**config.mk**
```make
export PLATFORM = sky130hd
export DESIGN_NAME = imm_gen_pipe
export DESIGN_NICKNAME = d
export VERILOG_FILES = /design/src/rtl/imm_gen_pipe_pkg.sv /design/src/rtl/imm_gen_pipe_decode.sv /design/src/rtl/imm_gen_pipe.sv
export SDC_FILE = /design/constraint.sdc
export NUM_CORES = 1
export LEC_CHECK = 0
export CAP_MARGIN = 20
export CORE_MARGIN = 2
export CORE_UTILIZATION = 29
export CTS_BUF_LIST = sky130_fd_sc_hd__clkbuf_4
export CTS_CLUSTER_DIAMETER = 30
export DETAILED_ROUTE_END_ITERATION = 12
export GPL_ROUTABILITY_DRIVEN = 0
export HOLD_SLACK_MARGIN = 0.1
export REMOVE_ABC_BUFFERS = 1
export SETUP_SLACK_MARGIN = 0.02
export SLEW_MARGIN = 20
export SYNTH_ARGS = -nofsm -noshare
export SYNTH_HDL_FRONTEND = slang
export SYNTH_SLANG_ARGS = --single-unit
```
**constraint.sdc**
```tcl
create_clock -name clk -period 3.98 [get_ports clk]
set_input_delay 0.398 -clock clk [delete_from_list [all_inputs] [get_ports clk]]
set_output_delay 0.398 -clock clk [all_outputs]
set_load 0.1 [all_outputs]
```
**src/rtl/imm_gen_pipe_pkg.sv**
```systemverilog
// Package imm_pkg: shared types and constants for the immediate generator.
//   imm_fmt_t   - immediate format code driven on out_fmt
//   OPC_*       - RV64I opcodes that carry an immediate
//   imm_entry_t - one decoded result as stored in the output buffer
// The stored immediate is always IMM_MAX_W (64) bits wide and already
// sign-extended, so a 32-bit consumer simply keeps the low half.
package imm_pkg;

    localparam int IMM_MAX_W = 64;

    typedef enum logic [2:0] {
        FMT_NONE = 3'd0,
        FMT_I    = 3'd1,
        FMT_S    = 3'd2,
        FMT_B    = 3'd3,
        FMT_U    = 3'd4,
        FMT_J    = 3'd5
    } imm_fmt_t;

    localparam logic [6:0] OPC_LOAD    = 7'b0000011;
    localparam logic [6:0] OPC_OPIMM   = 7'b0010011;
    localparam logic [6:0] OPC_OPIMM32 = 7'b0011011;
    localparam logic [6:0] OPC_JALR    = 7'b1100111;
    localparam logic [6:0] OPC_STORE   = 7'b0100011;
    localparam logic [6:0] OPC_BRANCH  = 7'b1100011;
    localparam logic [6:0] OPC_LUI     = 7'b0110111;
    localparam logic [6:0] OPC_AUIPC   = 7'b0010111;
    localparam logic [6:0] OPC_JAL     = 7'b1101111;

    typedef struct packed {
        logic [IMM_MAX_W-1:0] imm;
        imm_fmt_t             fmt;
        logic                 illegal;
    } imm_entry_t;

endpackage

```
**src/rtl/imm_gen_pipe_decode.sv**
```systemverilog
// imm_decode: purely combinational RV64I immediate decoder.
//   inst  in  32  raw instruction word
//   entry out     decoded {imm (sign-extended to 64), fmt, illegal}
// Opcodes without an immediate yield imm=0, fmt=FMT_NONE, illegal=1.
module imm_decode
    import imm_pkg::*;
(
    input  logic [31:0] inst,
    output imm_entry_t  entry
);

    logic s;
    assign s = inst[31];

    always_comb begin
        entry         = '0;
        entry.fmt     = FMT_NONE;
        entry.illegal = 1'b0;
        case (inst[6:0])
            OPC_LOAD, OPC_OPIMM, OPC_OPIMM32, OPC_JALR: begin
                entry.fmt = FMT_I;
                entry.imm = {{52{s}}, inst[31:20]};
            end
            OPC_STORE: begin
                entry.fmt = FMT_S;
                entry.imm = {{52{s}}, inst[31:25], inst[11:7]};
            end
            OPC_BRANCH: begin
                entry.fmt = FMT_B;
                entry.imm = {{51{s}}, s, inst[7], inst[30:25], inst[11:8], 1'b0};
            end
            OPC_LUI, OPC_AUIPC: begin
                entry.fmt = FMT_U;
                entry.imm = {{32{s}}, inst[31:12], 12'b0};
            end
            OPC_JAL: begin
                entry.fmt = FMT_J;
                entry.imm = {{43{s}}, s, inst[19:12], inst[20], inst[30:21], 1'b0};
            end
            default: begin
                entry.fmt     = FMT_NONE;
                entry.imm     = '0;
                entry.illegal = 1'b1;
            end
        endcase
    end

endmodule

```
**src/rtl/imm_gen_pipe.sv**
```systemverilog
// imm_gen_pipe: pipelined immediate generator with a DEPTH-entry output buffer.
//   clk, rst           clock, synchronous active-high reset
//   in_valid/in_ready  input handshake, in_inst = instruction word
//   out_valid/out_ready output handshake for the head buffer entry
//   out_imm/out_fmt/out_illegal  decoded head entry (zero while empty)
//   err_cnt            (only with IMM_ERR_CNT_EN) saturating count of
//                      accepted instructions flagged illegal
// Parameters: XLEN 32|64, ILEN fixed 32, DEPTH 2|4.
// Optional build macro: IMM_ERR_CNT_EN.
module imm_gen_pipe
    import imm_pkg::*;
#(
    parameter int XLEN  = 64,
    parameter int ILEN  = 32,
    parameter int DEPTH = 2
) (
    input  logic            clk,
    input  logic            rst,
    input  logic            in_valid,
    output logic            in_ready,
    input  logic [ILEN-1:0] in_inst,
    output logic            out_valid,
    input  logic            out_ready,
    output logic [XLEN-1:0] out_imm,
    output logic [2:0]      out_fmt,
    output logic            out_illegal
`ifdef IMM_ERR_CNT_EN
    ,
    output logic [15:0]     err_cnt
`endif
);

    localparam int PTR_W = (DEPTH > 1) ? $clog2(DEPTH) : 1;
    localparam int CNT_W = $clog2(DEPTH + 1);

    imm_entry_t       dec_entry;
    imm_entry_t       buf_reg [DEPTH];
    imm_entry_t       head;
    logic [PTR_W-1:0] rd_ptr_reg;
    logic [PTR_W-1:0] wr_ptr_reg;
    logic [CNT_W-1:0] count_reg;
    logic [CNT_W-1:0] count_next;
    logic             push;
    logic             pop;

    imm_decode u_decode (
        .inst  (in_inst[31:0]),
        .entry (dec_entry)
    );

    // Both handshake flags depend on count_reg only, so there is no
    // combinational path from out_ready to in_ready.
    assign in_ready  = (count_reg < CNT_W'(DEPTH));
    assign out_valid = (count_reg != '0);
    assign push      = in_valid && in_ready;
    assign pop       = out_valid && out_ready;

    always_comb begin
        count_next = count_reg;
        case ({push, pop})
            2'b10:   count_next = count_reg + 1'b1;
            2'b01:   count_next = count_reg - 1'b1;
            default: count_next = count_reg;
        endcase
    end

    // DEPTH is a power of two, so pointers wrap naturally.
    always_ff @(posedge clk) begin
        if (rst) begin
            rd_ptr_reg <= '0;
            wr_ptr_reg <= '0;
            count_reg  <= '0;
        end else begin
            count_reg <= count_next;
            if (push) wr_ptr_reg <= wr_ptr_reg + 1'b1;
            if (pop)  rd_ptr_reg <= rd_ptr_reg + 1'b1;
        end
    end

    generate
        for (genvar gi = 0; gi < DEPTH; gi++) begin : g_entry
            always_ff @(posedge clk) begin
                if (rst) begin
                    buf_reg[gi] <= '0;
                end else if (push && (wr_ptr_reg == PTR_W'(gi))) begin
                    buf_reg[gi] <= dec_entry;
                end
            end
        end
    endgenerate

    // Head is read from registered storage; masked to zero while empty so
    // drained slots never leak stale data onto the outputs.
    always_comb begin
        head = buf_reg[rd_ptr_reg];
        if (!out_valid) head = '0;
    end

    assign out_imm     = head.imm[XLEN-1:0];
    assign out_fmt     = head.fmt;
    assign out_illegal = head.illegal;

`ifdef IMM_ERR_CNT_EN
    logic [15:0] err_cnt_reg;

    always_ff @(posedge clk) begin
        if (rst) begin
            err_cnt_reg <= '0;
        end else if (push && dec_entry.illegal && (err_cnt_reg != 16'hFFFF)) begin
            err_cnt_reg <= err_cnt_reg + 16'd1;
        end
    end

    assign err_cnt = err_cnt_reg;
`endif

endmodule

```
Word-level counts from Yosys, hierarchy flattened. Memory sizes are Yosys's and may differ from the RTL's. A register that Yosys moved wholly into a read port is not among the register bits. Cells that the tools add are included.

Register bits: 4. Memory bits (writable): 136. Bits of input ports: 36. Output and inout port bits: 70. Logic and storage cells: 48. Memories kept: 1.

Memory list: buf_reg (words 2, width 68, read ports 1, clocked after memory_dff 1, write ports 2, RTL line imm_gen_pipe.sv:37) `imm_entry_t buf_reg [DEPTH];`.

Add/subtract/negate cells: 4. Magnitude comparators: 1. Equal/unequal tests: 11. Mux-type cells: 16. Bitwise gates (word level): 3. Reduce and logical (&&, ||, !) cells: 9.

Operators by type and width (number): 67-bit one-hot mux with 5 select lines (1); 68-bit two-way mux (3); 7-bit by 5-bit == test with 1-bit output (second input constant) (3); 7-bit == test (second input constant) (3); 7-bit by 6-bit == test with 1-bit output (second input constant) (2); 1-bit two-way mux (11); 9-bit OR reduction (1); 7-bit by 2-bit == test with 1-bit output (second input constant) (1); 1-bit logical AND (4); 2-bit one-hot mux with 2 select lines (1); 2-bit nonzero test (2); 4-bit OR reduction (1); 1-bit adder (second input constant) (2); 2-bit by 1-bit adder with 2-bit output (second input constant) (1); 2-bit by 1-bit == test with 1-bit output (second input constant) (1); 2-bit == test (second input constant) (1); 2-bit less-than comparator (second input constant) (1); 1-bit bitwise OR (2); 2-bit OR reduction (1); 2-bit by 1-bit subtractor with 2-bit output (second input constant) (1); 1-bit inverter (1).

Depth between registers and ports, before layout.
Word-level depth: 7. Gate-level depth with buffers: 7. Mapped depth without buffers: 7.

Cells and area by module. Synthesis repeated with hierarchy kept, for this count alone.

Cells, all modules: 599. Area, all modules: 7184.4 um^2.

Modules (own cells, without submodules): imm_gen_pipe (instances 1, cells each 481, area each 6386.1 um^2, seq. area each 4184.0 um^2); imm_decode (instances 1, cells each 118, area each 798.3 um^2, seq. area each 0.0 um^2).

Worst setup path after synthesis. No wires, ideal clock.

Path kind: reg2out. Start: reg with a tool-made name. End: out out_imm[32]. Arrival: 3879 ps. Data required time: 3582 ps. Slack: -297 ps. Stages on the path, launching flop included: 6. Buffers on the path: 3. Cell sequence: dfxtp_1 clkbuf_1 buf_2 mux2i_1 nor2_1 buf_4.

RTL lines: to (decl) (RTL line imm_gen_pipe.sv:24) `output logic [XLEN-1:0] out_imm,`.

Worst setup path after layout.
Start: reg count_reg[1]. End: out out_imm[11].

Cells in the longest elaborated chain, start to end: 2.

RTL lines: from (decl) (RTL line imm_gen_pipe.sv:41) `logic [CNT_W-1:0] count_reg;`; from (signal assigned) (RTL line imm_gen_pipe.sv:74) `count_reg <= count_next;`; 2-bit nonzero test (RTL line imm_gen_pipe.sv:54) `assign out_valid = (count_reg != '0);`; 68-bit two-way mux (RTL line imm_gen_pipe.sv:96) `if (!out_valid) head = '0;`.

Every way passes these cells.

==> results.sh <==
export IMPL_vias=2969
export IMPL_p_leak_nw=1.96
export IMPL_io_pins=106
export IMPL_path_clk_slew_ns=0.14
export IMPL_setup_viol=0
export IMPL_timing_final_crit_share_pct=83.5
export IMPL_ys_seq_area_share_pct=53.7
export IMPL_placed_cell_area_um2=5080
export IMPL_multi_input_area_um2=1620
export IMPL_cp_arrival_ns=2.93
export IMPL_fmax_mhz=301
export IMPL_path_cells="nor2_2, buf_4, nor2_1, clkdlybuf4s50_1"
export IMPL_ys_seq_elements=77
export IMPL_postRouteAntennaNets=0
export IMPL_tightest_slew_ns=0.986
export IMPL_wl_um=10200
export IMPL_hold_viol=0
export IMPL_swShare_pct=59.5
export IMPL_die_x_um=125
export IMPL_criticalPathCategory="register to output port"
export IMPL_synth_ff_type="edfxtp_1"
export IMPL_die_y_um=125
export IMPL_netlist_top_cells_count="edfxtp_1, nor2_1, mux2i_1"
export IMPL_rsz0062_at_grt="no"
export IMPL_drive_gt1_share_pct=25.4
export IMPL_p_per_area_nw_per_um2=796
export IMPL_regToRegStartpoint="count_reg[1]$_SDFFE_PP0P_"
export IMPL_r2r_slack_ns=1.66
export IMPL_routedWlPerCell_um=16.4
export IMPL_grt_max_degree=37
export IMPL_grt_pass1_wl_um=15900
export IMPL_ys_warn_count=0
export IMPL_largest_reg_flops=72
export IMPL_start_util_pct=29.3
export IMPL_antenna_cells=0
export IMPL_cts_tree="built"
export IMPL_areaGrowthSynthToFinish_pct=24.2
export IMPL_fin_tns_setup_ns=0
export IMPL_drt_iter0_markers=271
export IMPL_peakVddDrop_v=0.000637
export IMPL_worst_setup_path_end_kind="output port"
export IMPL_p_int_w=0.00169
export IMPL_netlist_area_um2=4220
export IMPL_fillers=1429
export IMPL_async_reset_ff_share_pct=0
export IMPL_core_area_um2=14400
export IMPL_synthTopCellsByArea="edfxtp_1, mux2i_1, buf_4, nor2_1, a21oi_1"
export IMPL_slew_violations=0
export IMPL_fin_area_um2=5230
export IMPL_hpwl_um=6940
export IMPL_avgSynthCellArea_um2=11.6
export IMPL_num_rows=44
export IMPL_cp_required_ns=3.58
export IMPL_r2r_end="count_reg[1]$_SDFFE_PP0P_"
export IMPL_ctsResizeCount=0
export IMPL_clkPwrFrac_pct=10.8
export IMPL_max_cap_violations=0
export IMPL_hold_start="rd_ptr_reg$_SDFFE_PP0N_"
export IMPL_drtPass1Iterations=4
export IMPL_fp_dieArea_um2=15500
export IMPL_cts_htree_levels=3
export IMPL_hold_path_class="register to register"
export IMPL_seq_power_share_pct=26.7
export IMPL_cp_slowest_stage_delay_ns=0.97
export IMPL_portBuffers=105
export IMPL_yosysMostFrequentCell="edfxtp_1"
export IMPL_period_minus_slack_ns=3.32
export IMPL_hold_depth=2
export IMPL_synth_top_area_share_pct=51.3
export IMPL_clock_latency_ns=0.43
export IMPL_grt_usage_pct=13.0
export IMPL_cp_start_kind="register"
export IMPL_root_buffer="clkbuf_4"
export IMPL_fin_skew_ns=0.0114
export IMPL_synth_top_cell_by_area="edfxtp_1"
export IMPL_netlist_instances=362
export IMPL_route_detailed_drc=0
export IMPL_outcome="finished, final reports clean"
export IMPL_overflow=0
export IMPL_cp_max_fo=20
export IMPL_slew_headroom_pct=34.0
export IMPL_cts_sinks=77
export IMPL_worstRegToRegCells=6
export IMPL_grt_pass1_vias=2968
export IMPL_antenna_found_initial=0
export IMPL_combPwrFrac_pct=62.6
export IMPL_cts_path_max_buffers=2
export IMPL_hold_buffers=0
export IMPL_p_switching_w=0.00248
export IMPL_nets=469
export IMPL_crit_slowest_cell="clkdlybuf4s50_1"
export IMPL_yosysUniqueCellTypes=54
export IMPL_synth_edf_count=72
export IMPL_cts_buffers=9
export IMPL_post_cts_buffers=0
export IMPL_seq_area_um2=2260
export IMPL_routed_via_density=4.78
layer usage:
metal | vias to the layer above | part of all wire (%) | global-route usage [%]
li1 | 1427 | - | -
met1 | 1431 | 43 | 16.4
met2 | 107 | 51 | 22.3
met3 | 4 | 5.8 | 3.69
met4 | 0 | 0.32 | 2.38
met5 | - | 0 | 0
metrics by stage:
stage,util [%],hold slack [ns],total power (W),worst slack [ns],instances
detailed placement,35.3,0.503,0.00375,1.11,603
finish,36.4,0.532,0.00417,0.656,621
CTS,36.2,0.536,0.00420,0.591,619
floorplan,-,0.467,0.00255,-38.12,309
global placement,35.3,0.506,0.00373,1.18,603
global route,36.4,0.563,0.00432,0.486,621
logic make-up after synthesis:
logic type | synth area share [%]
AO/OA/AOI/OAI | 12.6
XOR/XNOR | 0.831
adder cells (fa/ha/maj) | 0.297
buffers and inverters | 8.40
flip-flops | 53.7
multiplexers | 8.79
AND/OR/NAND/NOR | 15.5
worst max-delay path by stage:
stage	slack [ns]	start	to	depth (start not counted)
after floorplan	-38.12	register	out_imm[31]	2
after global placement	1.18	count_reg[1]$_SDFFE_PP0P_	out_imm[11]	4
final	0.66	count_reg[1]$_SDFFE_PP0P_	out_imm[11]	4
after global routing	0.49	count_reg[1]$_SDFFE_PP0P_	out_imm[11]	4
after detailed placement	1.11	count_reg[1]$_SDFFE_PP0P_	out_imm[11]	4
after CTS	0.59	count_reg[1]$_SDFFE_PP0P_	out_imm[11]	4
power by group through the flow:
stage	sequential (W)	combinational [W]	clock (W)
after global placement	0.00113	0.00260	0
after CTS	0.00111	0.00262	0.000472
after detailed placement	0.00113	0.00261	0
final	0.00111	0.00261	0.000449
after floorplan	0.00113	0.00142	0
after global routing	0.00113	0.00270	0.000501
cells in the final DEF (no fill, tap or decap), types with 3 or more instances in the layout:
cell type and count:
edfxtp_1 72, buf_4 60, nor2_1 53, clkdlybuf4s50_1 51, mux2i_1 37, a21oi_1 25, nand2_1 20, a21o_1 16
nor3_2 10, clkbuf_4 9, a22o_1 8, a21oi_4 4, dfxtp_1 4, nor2_2 3, inv_1 3, nand2b_1 3
nand4b_1 3, or2_2 3, nor2b_1 3, nor3_1 3, o21ai_0 3, inv_6 3
worst max-delay path: cells and delay by family, from the launching register on:
kind,cells,cell delay (ns)
buffers and inverters,2,1.35
AND/OR/NAND/NOR,2,0.76
flip-flops,1,0.39
layout make-up:
type,instances,area share (%)
Clock buffer,9,1.29
Tap cell,184,4.40
Multi-Input combinational cell,228,31.0
Timing Repair Buffer,112,18.6
Clock inverter,7,1.10
Inverter,4,0.287
Sequential cell,77,43.2
Power figures use the tool's default switching activity.
